$ cat src/rtl/axis_rs232rx.sv
// RS-232 8N1 receiver to byte stream; ovalid rises the cycle after the stop-bit sample.
// Backpressure: rtsn_pin mirrors pending output; a good frame arriving while full is dropped with an overrun pulse.
`timescale 1ns/1ps
module axis_rs232rx #(
  parameter real CLOCK_FREQ = 133000000.0,
  parameter real BAUD_RATE  = 115200.0
) (
  input  logic       clock,
  input  logic       resetn,
  output logic [7:0] odata,
  output logic       ovalid,
  input  logic       oready,
  input  logic       rxd_pin,
  output logic       rtsn_pin,
  output logic       frame_err,
  output logic       overrun
);

  localparam int BAUD_COUNT = $rtoi(CLOCK_FREQ / BAUD_RATE);
  localparam int HALF       = BAUD_COUNT / 2;
  localparam int CW         = (BAUD_COUNT > 2) ? $clog2(BAUD_COUNT) : 1;
  localparam logic [CW-1:0] HALF_LD = CW'(HALF - 1);
  localparam logic [CW-1:0] BAUD_LD = CW'(BAUD_COUNT - 1);

  typedef enum logic [2:0] {IDLE, START, DATA, STOP, BREAK} state_t;

  state_t        state;
  logic [CW-1:0] cnt;
  logic [2:0]    bit_idx;
  logic [7:0]    shreg;
  logic          rx_meta;
  logic          rxs;

  always_ff @(posedge clock or negedge resetn) begin
    if (!resetn) begin
      rx_meta <= 1'b1;
      rxs     <= 1'b1;
    end else begin
      rx_meta <= rxd_pin;
      rxs     <= rx_meta;
    end
  end

  // Counter is loaded on the cycle a state is entered and the sample is taken when it reaches zero.
  always_ff @(posedge clock or negedge resetn) begin
    if (!resetn) begin
      state     <= IDLE;
      cnt       <= '0;
      bit_idx   <= '0;
      shreg     <= '0;
      odata     <= 8'h00;
      ovalid    <= 1'b0;
      rtsn_pin  <= 1'b1;
      frame_err <= 1'b0;
      overrun   <= 1'b0;
    end else begin
      frame_err <= 1'b0;
      overrun   <= 1'b0;
      rtsn_pin  <= ovalid;
      if (ovalid && oready) ovalid <= 1'b0;

      case (state)
        IDLE: begin
          if (!rxs) begin
            cnt   <= HALF_LD;
            state <= START;
          end
        end
        START: begin
          if (cnt != '0) begin
            cnt <= cnt - 1'b1;
          end else if (!rxs) begin
            cnt     <= BAUD_LD;
            bit_idx <= 3'd0;
            state   <= DATA;
          end else begin
            state <= IDLE;
          end
        end
        DATA: begin
          if (cnt != '0) begin
            cnt <= cnt - 1'b1;
          end else begin
            shreg   <= {rxs, shreg[7:1]};
            cnt     <= BAUD_LD;
            bit_idx <= bit_idx + 3'd1;
            if (bit_idx == 3'd7) state <= STOP;
          end
        end
        STOP: begin
          if (cnt != '0) begin
            cnt <= cnt - 1'b1;
          end else if (rxs) begin
            // A drain in this same cycle frees the slot for the new byte.
            if (!ovalid || oready) begin
              odata  <= shreg;
              ovalid <= 1'b1;
            end else begin
              overrun <= 1'b1;
            end
            state <= IDLE;
          end else begin
            frame_err <= 1'b1;
            state     <= BREAK;
          end
        end
        BREAK: begin
          if (rxs) state <= IDLE;
        end
        default: state <= IDLE;
      endcase
    end
  end

endmodule

$ cat config.mk
export PLATFORM = sky130hd
export DESIGN_NAME = axis_rs232rx
export DESIGN_NICKNAME = d
export VERILOG_FILES = /design/src/rtl/axis_rs232rx.sv
export SDC_FILE = /design/constraint.sdc
export NUM_CORES = 1
export LEC_CHECK = 0
export ABC_AREA = 1
export ABC_CLOCK_PERIOD_IN_PS = 2400
export CAP_MARGIN = 20
export CORE_ASPECT_RATIO = 1.2
export CORE_MARGIN = 4
export CORE_UTILIZATION = 39
export CTS_CLUSTER_DIAMETER = 50
export DETAILED_ROUTE_END_ITERATION = 16
export SLEW_MARGIN = 20
export SYNTH_ARGS = -nofsm -noshare
export SYNTH_HDL_FRONTEND = slang
export SYNTH_SLANG_ARGS = --single-unit
$ cat constraint.sdc
create_clock -name clock -period 2.4 [get_ports clock]
set_input_delay 0.48 -clock clock [delete_from_list [all_inputs] [get_ports clock]]
set_output_delay 0.48 -clock clock [all_outputs]
set_load 0.01 [all_outputs]
* Yosys cells after proc, flatten, opt, wreduce, memory -nomap -nowiden *
Index checks and enable logic that the tools add are counted.

operators by class
  add/sub/neg operators = 2
  equal/unequal tests = 14
  multiplexer cells = 31
  bitwise gates (word level) = 1
  reductions and logical operators = 12

operators with widths
  cell                     number
  $mux W11                 5
  $pmux W11 S4             1
  $mux W3                  10
  $ne A2 B2 Y1 const B     8
  $pmux W3 S5              1
  $mux W1                  12
  $reduce_and A4 Y1        3
  $reduce_bool A11 Y1      1
  $sub A11 B1 Y11 const B  1
  $eq A3 B2 Y1 const B     2
  $eq A3 B3 Y1 const B     2
  $pmux W3 S2              1
  $reduce_and A6 Y1        1
  $reduce_bool A4 Y1       1
  $add A3 B1 Y3 const B    1
  $eq A3 B1 Y1 const B     1
  $logic_not A3 Y1         1
  $ne A3 B3 Y1 const B     1
  $mux W2                  1
  $reduce_and A2 Y1        1
  $reduce_bool A2 Y1       1
  $logic_and A1 B1 Y1      1
  $logic_not A1 Y1         1
  $logic_or A1 B1 Y1       1
  $not A1 Y1               1

storage, ports and cells
  flip-flop bits (word level) = 39
  input port bits = 4
  output and inout port bits = 12
  logic and storage cells = 71

* Longest topological paths before layout *
  depth after elaboration = 6
  mapped depth = 11
  mapped depth without buffers = 11

* Least setup slack after synthesis *
Ideal clock, no wire load.

  kind = reg2reg
  from = reg cnt[0]
  to = reg odata[5]
  library setup time = 0.118 ns
  data arrival time = 1.557 ns
  data required time = 2.282 ns
  setup slack = 0.726 ns
  cell stages (with the launch flop) = 11
  path buffers = 1
  clock period less this slack = 1.674 ns
  cell sequence = dfrtp_1 -> inv_1 -> ha_1 -> nand3_4 -> nor2_8 -> nand2_4 -> nor2_4 -> nand2_2 -> buf_6 -> nand2_1 -> o21ai_2

between the ends
  cells in the longest elaborated chain, start to end = 3

RTL lines
  element                             RTL line  text
  start: declaration                  28        logic [CW-1:0] cnt;
  start signal: assignment            71        cnt <= cnt - 1'b1;
  start signal: assignment            82        cnt <= cnt - 1'b1;
  start signal: assignment            92        cnt <= cnt - 1'b1;
  $reduce_bool A11 Y1                 91        if (cnt != '0) begin
  $not A1 Y1 (no source line)         --
  $reduce_and A4 Y1 (no source line)  --
  end signal: assignment              96        odata <= shreg;
  end: declaration                    10        output logic [7:0] odata,

No other way between the ends.
A chain may end at the register's enable or synchronous reset.

* Worst setup path after layout *
  from = reg cnt[0]
  to = reg odata[7]

Same word-level chain as after synthesis.

==> flow_metrics.env <==
export IMPL_nFillCells=508
export IMPL_synth_flop_cell="dfrtp_1"
export IMPL_cp_max_fo=15
export IMPL_cp_end_kind="flop"
export IMPL_wl_per_cell_um=12.15
export IMPL_worstSetupPathType="flop to flop"
export IMPL_rsz0062_at_grt="false"
export IMPL_die_width_um=74.18
export IMPL_htree_levels=2
export IMPL_power_density_mw_per_mm2=480.9
export IMPL_syn_cell_area_mm2=0.002049
export IMPL_postSynthRegisterBits=39
export IMPL_synth_seq_area_share_pct=47.80
export IMPL_drtIter0Drc=68
export IMPL_drc=0
export IMPL_vias=1596
export IMPL_cts_max_path_buffers=2
export IMPL_clk_latency_ps=290
export IMPL_relSlewSlack_pct=42.18
export IMPL_wl_met2_um=1899
export IMPL_async_flop_share_pct=100.0
export IMPL_status="finished clean"
export IMPL_drive_above_1_share_pct=13.06
export IMPL_grt_pass1_vias=1595
export IMPL_root_buffer="clkbuf_8"
export IMPL_min_path_type="input pin to asynchronous set/reset pin"
export IMPL_cts_buffers=5
export IMPL_floorplan_core_area_mm2=0.005010
export IMPL_critPathLaunchType="flop"
export IMPL_finalMaxSlewViolations=0
export IMPL_drv_cap=0
export IMPL_syn_num_nets=256
export IMPL_multi_input_area_um2=955.9
export IMPL_track_usage_pct=14.39
export IMPL_setup_viol=0
export IMPL_pin_count=16
export IMPL_nets=275
export IMPL_clock_skew_ps=8.140
export IMPL_overflow=0
export IMPL_clk_pin_slew_worst_paths_ps=80
export IMPL_fmax_mhz=532.8
export IMPL_cts_setup_buffers=0
export IMPL_cp_data_required_time_ps=2580
export IMPL_antenna_found_initial=0
export IMPL_clock_sinks=39
export IMPL_crit_arrival_ps=2050
export IMPL_syn_area_per_cell_um2=8.264
export IMPL_initial_utilization_pct=40.91
export IMPL_setup_tns_ps=0
export IMPL_ff2ff_setup_slack_ps=520
export IMPL_cts_hold_buf=0
export IMPL_p_leak_nw=1.181
export IMPL_ys_warn_count=0
export IMPL_die_h_um=87.41
export IMPL_antenna_cells=0
export IMPL_synth_cell_types=28
export IMPL_grt_max_degree=40
export IMPL_routabilityCongestion=0.8170
export IMPL_dieArea_mm2=0.006484
export IMPL_fin_crit_ps=1877
export IMPL_numPortBuffers=15
export IMPL_synthCells=248
export IMPL_hold_viol=0
export IMPL_cts_tree="built"
export IMPL_top_layer_used="met4"
export IMPL_antenna_left=0
export IMPL_period_share_pct=78.20
export IMPL_cts_resized=0
export IMPL_wl_met3_um=104
export IMPL_power_mw=1.119
export IMPL_synth_edf_count=0
export IMPL_dp_hpwl_um=2827
export IMPL_grt_pass1_wl_um=7113
export IMPL_wl_met1_um=1906
export IMPL_irDropWorstVdd_v=0.0002613
export IMPL_via_per_inst=4.866
export IMPL_regArea_um2=979.7
export IMPL_rows=28
export IMPL_totalWireLength_um=3984
export IMPL_area_growth_pct=13.55
export IMPL_worst_pin_slew_ps=867.2
export IMPL_drt_pass1_iter_count=4
cells by family after synthesis:
kind of cell    share of synthesized area (%)
simple gates                            33.52
fa+ha+maj                               2.442
xor+xnor                                1.710
flops                                   47.80
buf+inv                                 5.556
compound gates                          8.974
metrics by stage:
stage / cells / setup WS (ps) / hold WS (ps) / util, % / cell area [µm²]
2_1_floorplan: 248 / 725.9 / 184.4 / - / 2049
3_3_place_gp: 320 / 543.1 / 346.8 / 44.76 / 2242
3_5_place_dp: 320 / 531.3 / 347.3 / 44.76 / 2242
4_1_cts: 328 / 509.5 / 330.6 / 46.45 / 2327
5_1_grt: 328 / 334.6 / 363.6 / 46.45 / 2327
6_report: 328 / 523.2 / 295.7 / 46.45 / 2327
flip-flops by register name (all words and copies together), names as in the netlist:
| register | count |
|---|---|
| overrun | 1 |
| rxs | 1 |
| rtsn_pin | 1 |
| rx_meta | 1 |
| cnt | 11 |
| odata | 8 |
| ovalid | 1 |
| state | 3 |
| bit_idx | 3 |
| shreg | 8 |
| frame_err | 1 |
cell usage in the layout (no fill, tap or decap):
| cell | count |
|---|---|
| nand3_1 | 17 |
| o21ai_1 | 3 |
| dfrtp_1 | 36 |
| clkbuf_8 | 5 |
| o211a_1 | 1 |
| nand2_1 | 96 |
| o21bai_1 | 2 |
| nand3_2 | 1 |
| inv_2 | 2 |
| nand3_4 | 2 |
| buf_2 | 1 |
| nor3_4 | 1 |
| inv_1 | 21 |
| nor2_8 | 1 |
| clkbuf_1 | 1 |
| clkinvlp_4 | 1 |
| clkdlybuf4s50_1 | 14 |
| o21ai_2 | 9 |
| nand3b_1 | 1 |
| nand2_2 | 2 |
| o21ai_0 | 11 |
| nand2_4 | 1 |
| nor2_2 | 2 |
| a21oi_1 | 2 |
| clkinv_2 | 1 |
| nor2_1 | 17 |
| dfstp_2 | 3 |
| xor2_1 | 3 |
| xnor2_1 | 1 |
| nand4_1 | 3 |
| ha_1 | 4 |
| nor2_4 | 3 |
where the power goes:
group          internal, mW  total [mW]  switching [mW]  leakage, nW
clock network         0.203       0.439           0.235       0.0412
registers             0.660       0.661         0.00150        0.522
logic               0.00410      0.0193          0.0152        0.618
total                 0.867        1.12           0.252         1.18
worst paths after layout:
kind / start / to / cells after the start
worst max register to register: cnt[0] / odata[7] / 9
worst min register to register: rx_meta / rxs / 0
worst max-delay path: cnt[0] / odata[7] / 9
max in group asynchronous: resetn / state[1] / 1
worst min-delay path: resetn / cnt[7] / 1
min in group clock: rx_meta / rxs / 0
critical path, stage by stage, from the launching register on:
cell and delay, ps:
dfrtp_1 380, inv_1 210, ha_1 260, nand3_4 120, nor2_8 170, nand2_4 80, nor2_4 120, nand2_2 210
nand2_1 140, o21ai_2 60
final cells by class:
class	count	area share (%)
flip-flops and latches	39	42.10
multi-input cells	183	41.08
repair buffers	15	6.237
inverters	23	3.710
well taps	60	3.226
clock buffers	6	3.118
clock inverters	2	0.5376
Yosys cell counts, types with 2 or more instances:
master	count	area [µm²]
nand2_1	96	360.4
dfrtp_1	36	900.9
inv_1	21	78.83
nand3_1	17	85.08
nor2_1	17	63.81
o21ai_0	11	55.05
o21ai_2	9	78.83
ha_1	4	50.05
dfstp_2	3	78.83
nand4_1	3	18.77
nor2_4	3	33.78
o21ai_1	3	15.01
xor2_1	3	26.28
a21oi_1	2	10.01
buf_6	2	22.52
inv_2	2	7.510
nand2_2	2	12.51
nand3_4	2	35.03
nor2_2	2	12.51
o21bai_1	2	15.01
per-layer routing:
layer	up-vias	global-route usage, %
met5	-	0
met4	0	6.425
met3	6	3.464
met2	12	23.39
met1	748	17.90
li1	830	-
No activity file was read; power rests on OpenSTA's default activity.
